--- src/rtl/mem_bridge.sv ---
// Core fetch/load/store port to a single SRAM with a gnt/rvalid handshake; read 4 cycles, store 3 at zero wait.
// Stalls the core via dbusy; misaligned or timed-out accesses finish with a one-cycle err pulse.
module mem_bridge #(
  parameter int TIMEOUT_CYCLES = 255
) (
  input  logic        clk,
  input  logic        rst,
  input  logic [31:0] mem_addr,
  input  logic [31:0] mem_wdata,
  input  logic [1:0]  mem_type,
  input  logic        mem_sign,
  input  logic        rimem,
  input  logic        rdmem,
  input  logic        wmem,
  output logic [31:0] mem_rdata,
  output logic        dbusy,
  output logic        err,
  output logic        sram_req,
  output logic        sram_we,
  output logic [29:0] sram_addr,
  output logic [31:0] sram_wdata,
  output logic [3:0]  sram_be,
  input  logic        sram_gnt,
  input  logic        sram_rvalid,
  input  logic [31:0] sram_rdata
);
  typedef enum logic [1:0] {IDLE, REQ, WAIT_R, DONE} state_t;

  localparam logic [7:0] TO_LAST = 8'(TIMEOUT_CYCLES - 1);

  state_t      state, state_n;
  logic [31:0] addr_q, wdata_q;
  logic [1:0]  type_q;
  logic        sign_q, store_q, fault_q;
  logic [7:0]  cnt_q;

  logic        any_req, req_store, req_sign, req_misal;
  logic [1:0]  req_type;
  logic        timeout, set_fault, read_fault;
  logic [7:0]  rd_byte;
  logic [15:0] rd_half;
  logic [31:0] load_fmt, wdata_fmt;
  logic [3:0]  be_fmt;

  assign any_req = rimem | rdmem | wmem;

  // A fetch only wins when no data access is present; it is always an unsigned word.
  always_comb begin
    req_store = wmem;
    req_type  = mem_type;
    req_sign  = mem_sign;
    if (!wmem && !rdmem) begin
      req_type = 2'b10;
      req_sign = 1'b0;
    end
    req_misal = 1'b0;
    if (req_type == 2'b01)
      req_misal = mem_addr[0];
    else if (req_type[1])
      req_misal = |mem_addr[1:0];
  end

  assign timeout = (cnt_q == TO_LAST);

  always_comb begin
    state_n   = state;
    set_fault = 1'b0;
    case (state)
      IDLE: begin
        if (any_req) begin
          state_n   = req_misal ? DONE : REQ;
          set_fault = req_misal;
        end
      end
      REQ: begin
        if (sram_gnt)
          state_n = store_q ? DONE : WAIT_R;
        else if (timeout) begin
          state_n   = DONE;
          set_fault = 1'b1;
        end
      end
      WAIT_R: begin
        if (sram_rvalid)
          state_n = DONE;
        else if (timeout) begin
          state_n   = DONE;
          set_fault = 1'b1;
        end
      end
      DONE:    state_n = IDLE;
      default: state_n = IDLE;
    endcase
  end

  assign read_fault = set_fault && ((state == IDLE) ? !req_store : !store_q);

  always_comb begin
    case (type_q)
      2'b00: begin
        be_fmt    = 4'b0001 << addr_q[1:0];
        wdata_fmt = {4{wdata_q[7:0]}};
      end
      2'b01: begin
        be_fmt    = 4'b0011 << {addr_q[1], 1'b0};
        wdata_fmt = {2{wdata_q[15:0]}};
      end
      default: begin
        be_fmt    = 4'b1111;
        wdata_fmt = wdata_q;
      end
    endcase
  end

  always_comb begin
    case (addr_q[1:0])
      2'b00:   rd_byte = sram_rdata[7:0];
      2'b01:   rd_byte = sram_rdata[15:8];
      2'b10:   rd_byte = sram_rdata[23:16];
      default: rd_byte = sram_rdata[31:24];
    endcase
    rd_half = addr_q[1] ? sram_rdata[31:16] : sram_rdata[15:0];
    case (type_q)
      2'b00:   load_fmt = {{24{sign_q & rd_byte[7]}}, rd_byte};
      2'b01:   load_fmt = {{16{sign_q & rd_half[15]}}, rd_half};
      default: load_fmt = sram_rdata;
    endcase
  end

  assign dbusy      = (state == IDLE && any_req) || state == REQ || state == WAIT_R;
  assign sram_req   = (state == REQ);
  assign sram_we    = (state == REQ) && store_q;
  assign sram_be    = (state == REQ) ? be_fmt : 4'b0000;
  assign sram_addr  = addr_q[31:2];
  assign sram_wdata = wdata_fmt;
  assign err        = (state == DONE) && fault_q;

  always_ff @(posedge clk or posedge rst) begin
    if (rst) state <= IDLE;
    else     state <= state_n;
  end

  // Counter restarts on every state change, so it times REQ and WAIT_R separately.
  always_ff @(posedge clk or posedge rst) begin
    if (rst)
      cnt_q <= 8'd0;
    else if (state_n != state)
      cnt_q <= 8'd0;
    else if (state == REQ || state == WAIT_R)
      cnt_q <= cnt_q + 8'd1;
  end

  always_ff @(posedge clk or posedge rst) begin
    if (rst) begin
      addr_q  <= 32'd0;
      wdata_q <= 32'd0;
      type_q  <= 2'b00;
      sign_q  <= 1'b0;
      store_q <= 1'b0;
      fault_q <= 1'b0;
    end else begin
      fault_q <= set_fault;
      if (state == IDLE && any_req) begin
        addr_q  <= mem_addr;
        wdata_q <= mem_wdata;
        type_q  <= req_type;
        sign_q  <= req_sign;
        store_q <= req_store;
      end
    end
  end

  always_ff @(posedge clk or posedge rst) begin
    if (rst)
      mem_rdata <= 32'd0;
    else if (state == WAIT_R && sram_rvalid)
      mem_rdata <= load_fmt;
    else if (read_fault)
      mem_rdata <= 32'd0;
  end
endmodule

--- config.mk ---
export PLATFORM = sky130hd
export DESIGN_NAME = mem_bridge
export DESIGN_NICKNAME = d
export VERILOG_FILES = /design/src/rtl/mem_bridge.sv
export SDC_FILE = /design/constraint.sdc
export NUM_CORES = 1
export LEC_CHECK = 0
export CAP_MARGIN = 40
export CORE_ASPECT_RATIO = 1.1
export CORE_UTILIZATION = 42
export DETAILED_ROUTE_END_ITERATION = 10
export GPL_ROUTABILITY_DRIVEN = 0
export PLACE_DENSITY = 0.79
export SLEW_MARGIN = 20
export SYNTH_ARGS = -nofsm -noshare
export SYNTH_HDL_FRONTEND = slang
export SYNTH_SLANG_ARGS = --single-unit
--- constraint.sdc ---
create_clock -name clk -period 3.5 [get_ports clk]
set_input_delay 0.7 -clock clk [delete_from_list [all_inputs] [get_ports clk]]
set_output_delay 0.7 -clock clk [all_outputs]
set_load 0.05 [all_outputs]
# ---- Yosys cells after proc, flatten, opt, wreduce, memory -nomap -nowiden
# Index checks and enable logic that the tools add are counted.
dict set report word_totals {
  reg_bits 111
  input_bits 106
  wordCells 70
}
dict set report op_classes {
  n_addsub 1
  eq_ne 9
  shifts 2
  n_mux 27
  bitwise 4
  reduce_logical 18
}
# op n
set ops {}
lappend ops {{$pmux W32 S2} 2}
lappend ops {{$mux W32} 2}
lappend ops {{$pmux W8 S3} 1}
lappend ops {{$mux W16} 1}
lappend ops {{$mux W8} 2}
lappend ops {{$mux W2} 6}
lappend ops {{$mux W1} 9}
lappend ops {{$add A8 B1 Y8 const B} 1}
lappend ops {{$eq A2 B1 Y1 const B} 4}
lappend ops {{$eq A8 B8 Y1 const B} 1}
lappend ops {{$pmux W2 S4} 1}
lappend ops {{$pmux W4 S2} 1}
lappend ops {{$eq A2 B2 Y1 const B} 3}
lappend ops {{$logic_and A1 B1 Y1} 6}
lappend ops {{$logic_not A2 Y1} 3}
lappend ops {{$mux W4} 1}
lappend ops {{$reduce_bool A2 Y1} 2}
lappend ops {{$shl A1 B2 Y4 const A} 1}
lappend ops {{$shl A2 B2 Y4 const A} 1}
lappend ops {{$logic_not A1 Y1} 3}
lappend ops {{$logic_or A1 B1 Y1} 3}
lappend ops {{$pmux W1 S3} 1}
lappend ops {{$and A1 B1 Y1} 2}
lappend ops {{$ne A2 B2 Y1} 1}
lappend ops {{other kinds (2)} 3}

# ---- Longest topological paths before layout
dict set report logic_depth {
  ltp_word 10
  mapped_depth 8
  mapped_depth_nobuf 7
}

# ---- Worst setup path after synthesis
# Ideal clock, no wire load.
dict set report synth_path {
  kind {register to output}
  startpoint {reg state[1]}
  endpoint {out sram_be[3]}
  arrival_time_ns 2.554
  slack_ns 0.246
  path_stages_with_launch 5
  cell_sequence {dfrtp_1 > inv_1 > ha_1 > clkbuf_1 > a21boi_0}
}
dict set report synth_between {
  elab_chain_len 2
}
# element line
set synth_rtl {}
lappend synth_rtl {{from (decl)} 31} ;# state_t state, state_n;
lappend synth_rtl {{from (signal assigned)} 140} ;# else state <= state_n;
lappend synth_rtl {{$eq A2 B1 Y1} --}
lappend synth_rtl {{named net sram_req} 18} ;# output logic sram_req,
lappend synth_rtl {{$mux W4} 133} ;# assign sram_be = (state == REQ) ? be_fmt : 4'b0000;
lappend synth_rtl {{to (decl)} 22} ;# output logic [3:0] sram_be,
# The timed path passes the listed nets, and every way through them passes these cells.

# ---- Final worst setup path
dict set report layout_path {
  startpoint {reg state[1]}
  endpoint {out sram_be[0]}
}
dict set report layout_between {
  elab_chain_len 2
}
# element line
set layout_rtl {}
lappend layout_rtl {{$eq A2 B1 Y1} 133}
lappend layout_rtl {{$mux W4} 133}
# Every way passes these cells.

==> qor.txt <==
CTS Sinks - 111
Wire length per cell - 16.9 µm
Initial antenna violation count - 0
Leak pwr - 3.79 nW
Seq/Total Area, Yosys - 45.7%
Largest net degree at the start of global routing - 112
IO Pins - 208
#FFs+latches synth - 111
R2r endpoint - mem_rdata[2]$_DFFE_PP0P_
Number of vias per cell - 5.26
Crit. End Element - output pin
CTS Buf Count - 9
All-Layer GR Usage - 23.7%
Syn nets - 803
R2r setup slk - 840 ps
Relative max-transition margin - 45.4%
Storage element area - 2780 µm²
Die Y - 128 µm
Synth Warn # - 0
Area share of the largest cell type after synthesis - 45.7%
Worst min-delay path category - register to register
WHS Path Cells - 2
Full die area - 15000 µm²
Max Root-Sink Buffers - 2
Syn-to-layout area delta - 39.2%
Min-delay src - addr_q[4]$_DFFE_PP0P_
Number of global-route vias before repair - 5241
Final setup viols - 0
VDD IR-drop max - 0.000574 V
Via count - 5453
Hold Violations, Final - 0
Setup TNS - 0 ps
Final worst slack - 224 ps
Reg2reg path depth - 8
Critical Path RT - 2800 ps
Most frequent cells in the layout - nand2_1 (261), clkdlybuf4s50_1 (196), dfrtp_1 (111)
DR iter-0 viols - 450
Design Area, Final - 8460 µm²
Critical path class - register to output pin
F_max - 305 MHz
Most common cell after layout, fill and taps aside - nand2_1
Layout cell share with drive strength beyond 1 - 10.4%
Effective utilization at floorplan - 43.5%
Number of different library cells in the post-synthesis netlist - 60
Worst-skew pair later-pin latency - 350 ps
Total grt overflow - 0
Fin nets - 957
First-pass GRT wire length - 27.1 mm
CORE AREA - 14000 µm²
Main synth FF type - dfrtp_1
Area post-placement - 8090 µm²
Routed Wire Length - 17.5 mm
Max-slew violation count - 0
Area of the multi-input gates - 2790 µm²
Postcts setup bufs - 0
Slew @ Worst Pin - 816 ps
R2R Path Start - state[1]$_DFF_PP0_
Post-synthesis cell area - 6080 µm²
Post-route DRC - 0
Hold_buf cts - 0
Pwr Density - 1140 nW/µm²
Crit path max fanout - 14
Min Clock Period, post-route - 3280 ps
Crit share post-route - 93.6%
Area leader, netlist - dfrtp_1
Port Buffers - 207
WHS Endpoint - addr_q[4]$_DFFE_PP0P_
# resized after CTS - 0
Crit path DAT - 2580 ps
Synth Area per Inst - 8.82 µm²
ANT cells - 0
EDFF count, synth - 0
Max Cap Violations - 0
Drt pass-1 iters - 4
H-tree depth - 3
Antenna Nets Post-Route - 0
Fillers - 1205
Outcome - completed
CTS tree - done
RSZ-0062 raised after global routing - false
CTS root buf - clkbuf_16
Final Skew - 7.59 ps
Synth area leaders - dfrtp_1 (46%), nand2_1 (16%), buf_4 (4.8%), mux4_2 (3.0%), o21ai_0 (2.6%)
Post-synth ARST share - 100%
Pre-CTS setup slack - 608 ps
Placement Rows - 45
Startpoint types - register
Post-DP HPWL - 12.2 mm
Clock slew at reported path FFs - 70 ps
Die X - 117 µm
Cells after Synth - 689
[cell type report]
type	count	area share, %
Multi-Input combinational cell	488	32.9
Sequential cell	111	32.8
Timing Repair Buffer	223	26.6
Tap cell	188	2.78
Clock buffer	9	2.66
Clock inverter	7	1.69
Inverter	10	0.488
[worst max-delay path by stage]
| stage | startpoint | end | slack [ps] | depth (start not counted) |
|---|---|---|---|---|
| floorplan | state[1]$_DFF_PP0_ | sram_be[3] | 250 | 4 |
| global placement | sram_rdata[15] | mem_rdata[24]$_DFFE_PP0P_ | 620 | 6 |
| detailed placement | state[1]$_DFF_PP0_ | sram_be[0] | 610 | 4 |
| CTS | state[1]$_DFF_PP0_ | sram_be[0] | 200 | 4 |
| global route | state[1]$_DFF_PP0_ | sram_be[0] | 110 | 4 |
| finish | state[1]$_DFF_PP0_ | sram_be[0] | 220 | 4 |
[per-stage QoR]
step / power [mW] / std cells / util, % / hold WS [ps]
5_1_grt: 10.2 / 1036 / 60.6 / 493
4_1_cts: 9.71 / 1036 / 60.6 / 480
3_5_place_dp: 8.41 / 1020 / 57.9 / 461
6_report: 9.66 / 1036 / 60.6 / 474
3_3_place_gp: 8.33 / 1019 / 57.9 / 452
2_1_floorplan: 6.65 / 689 / - / 440
[routing by layer]
metal | up-vias | part of all wire [%] | GRT usage (%)
li1 | 2598 | - | -
met1 | 2567 | 43 | 31.8
met2 | 255 | 47 | 37.4
met3 | 33 | 7.2 | 4.49
met4 | 0 | 2.6 | 9.98
met5 | - | 0 | 0
[kinds of logic after synthesis]
kind of cell / Yosys count / synth area share (%)
buf+inv: 90 / 8.63
mux: 26 / 6.14
flops: 111 / 45.7
xor+xnor: 7 / 1.01
simple gates: 324 / 21.5
fa+ha+maj: 8 / 1.65
compound gates: 123 / 15.4
[state kept, by name (all words and copies together), names as in the netlist]
name,count
addr_q,32
mem_rdata,32
wdata_q,32
cnt_q,8
state,2
type_q,2
fault_q,1
sign_q,1
store_q,1
[synth_stat cells, drive strengths merged (3+ instances only)]
cell type    n
clkbuf      27
o21a         4
nor2        28
nor3         3
a21oi        8
mux4         8
mux2        10
or3          3
a22o         8
o21ai       42
buf         53
nand2b       5
o2111ai      9
o22ai       20
o2bb2ai      9
a221oi       7
nand3       10
nand2      262
dfrtp      111
ha           8
mux2i        8
nand4        4
inv          9
xor2         4
xnor2        3
[worst max-delay path, cell delays in order, from the launching register on]
cell	delay [ps]
dfrtp_1	470
inv_1	170
ha_1	540
nor2b_1	220
clkdlybuf4s50_1	820
[power by group]
part | leakage, nW | total [mW] | internal (mW) | switching (mW)
Sequential | 1.39 | 2.27 | 1.85 | 0.420
Combinational | 2.22 | 6.12 | 2.11 | 4.01
Clock | 0.180 | 1.27 | 0.777 | 0.497
Total | 3.79 | 9.66 | 4.74 | 4.93
Power figures use the tool's default switching activity.
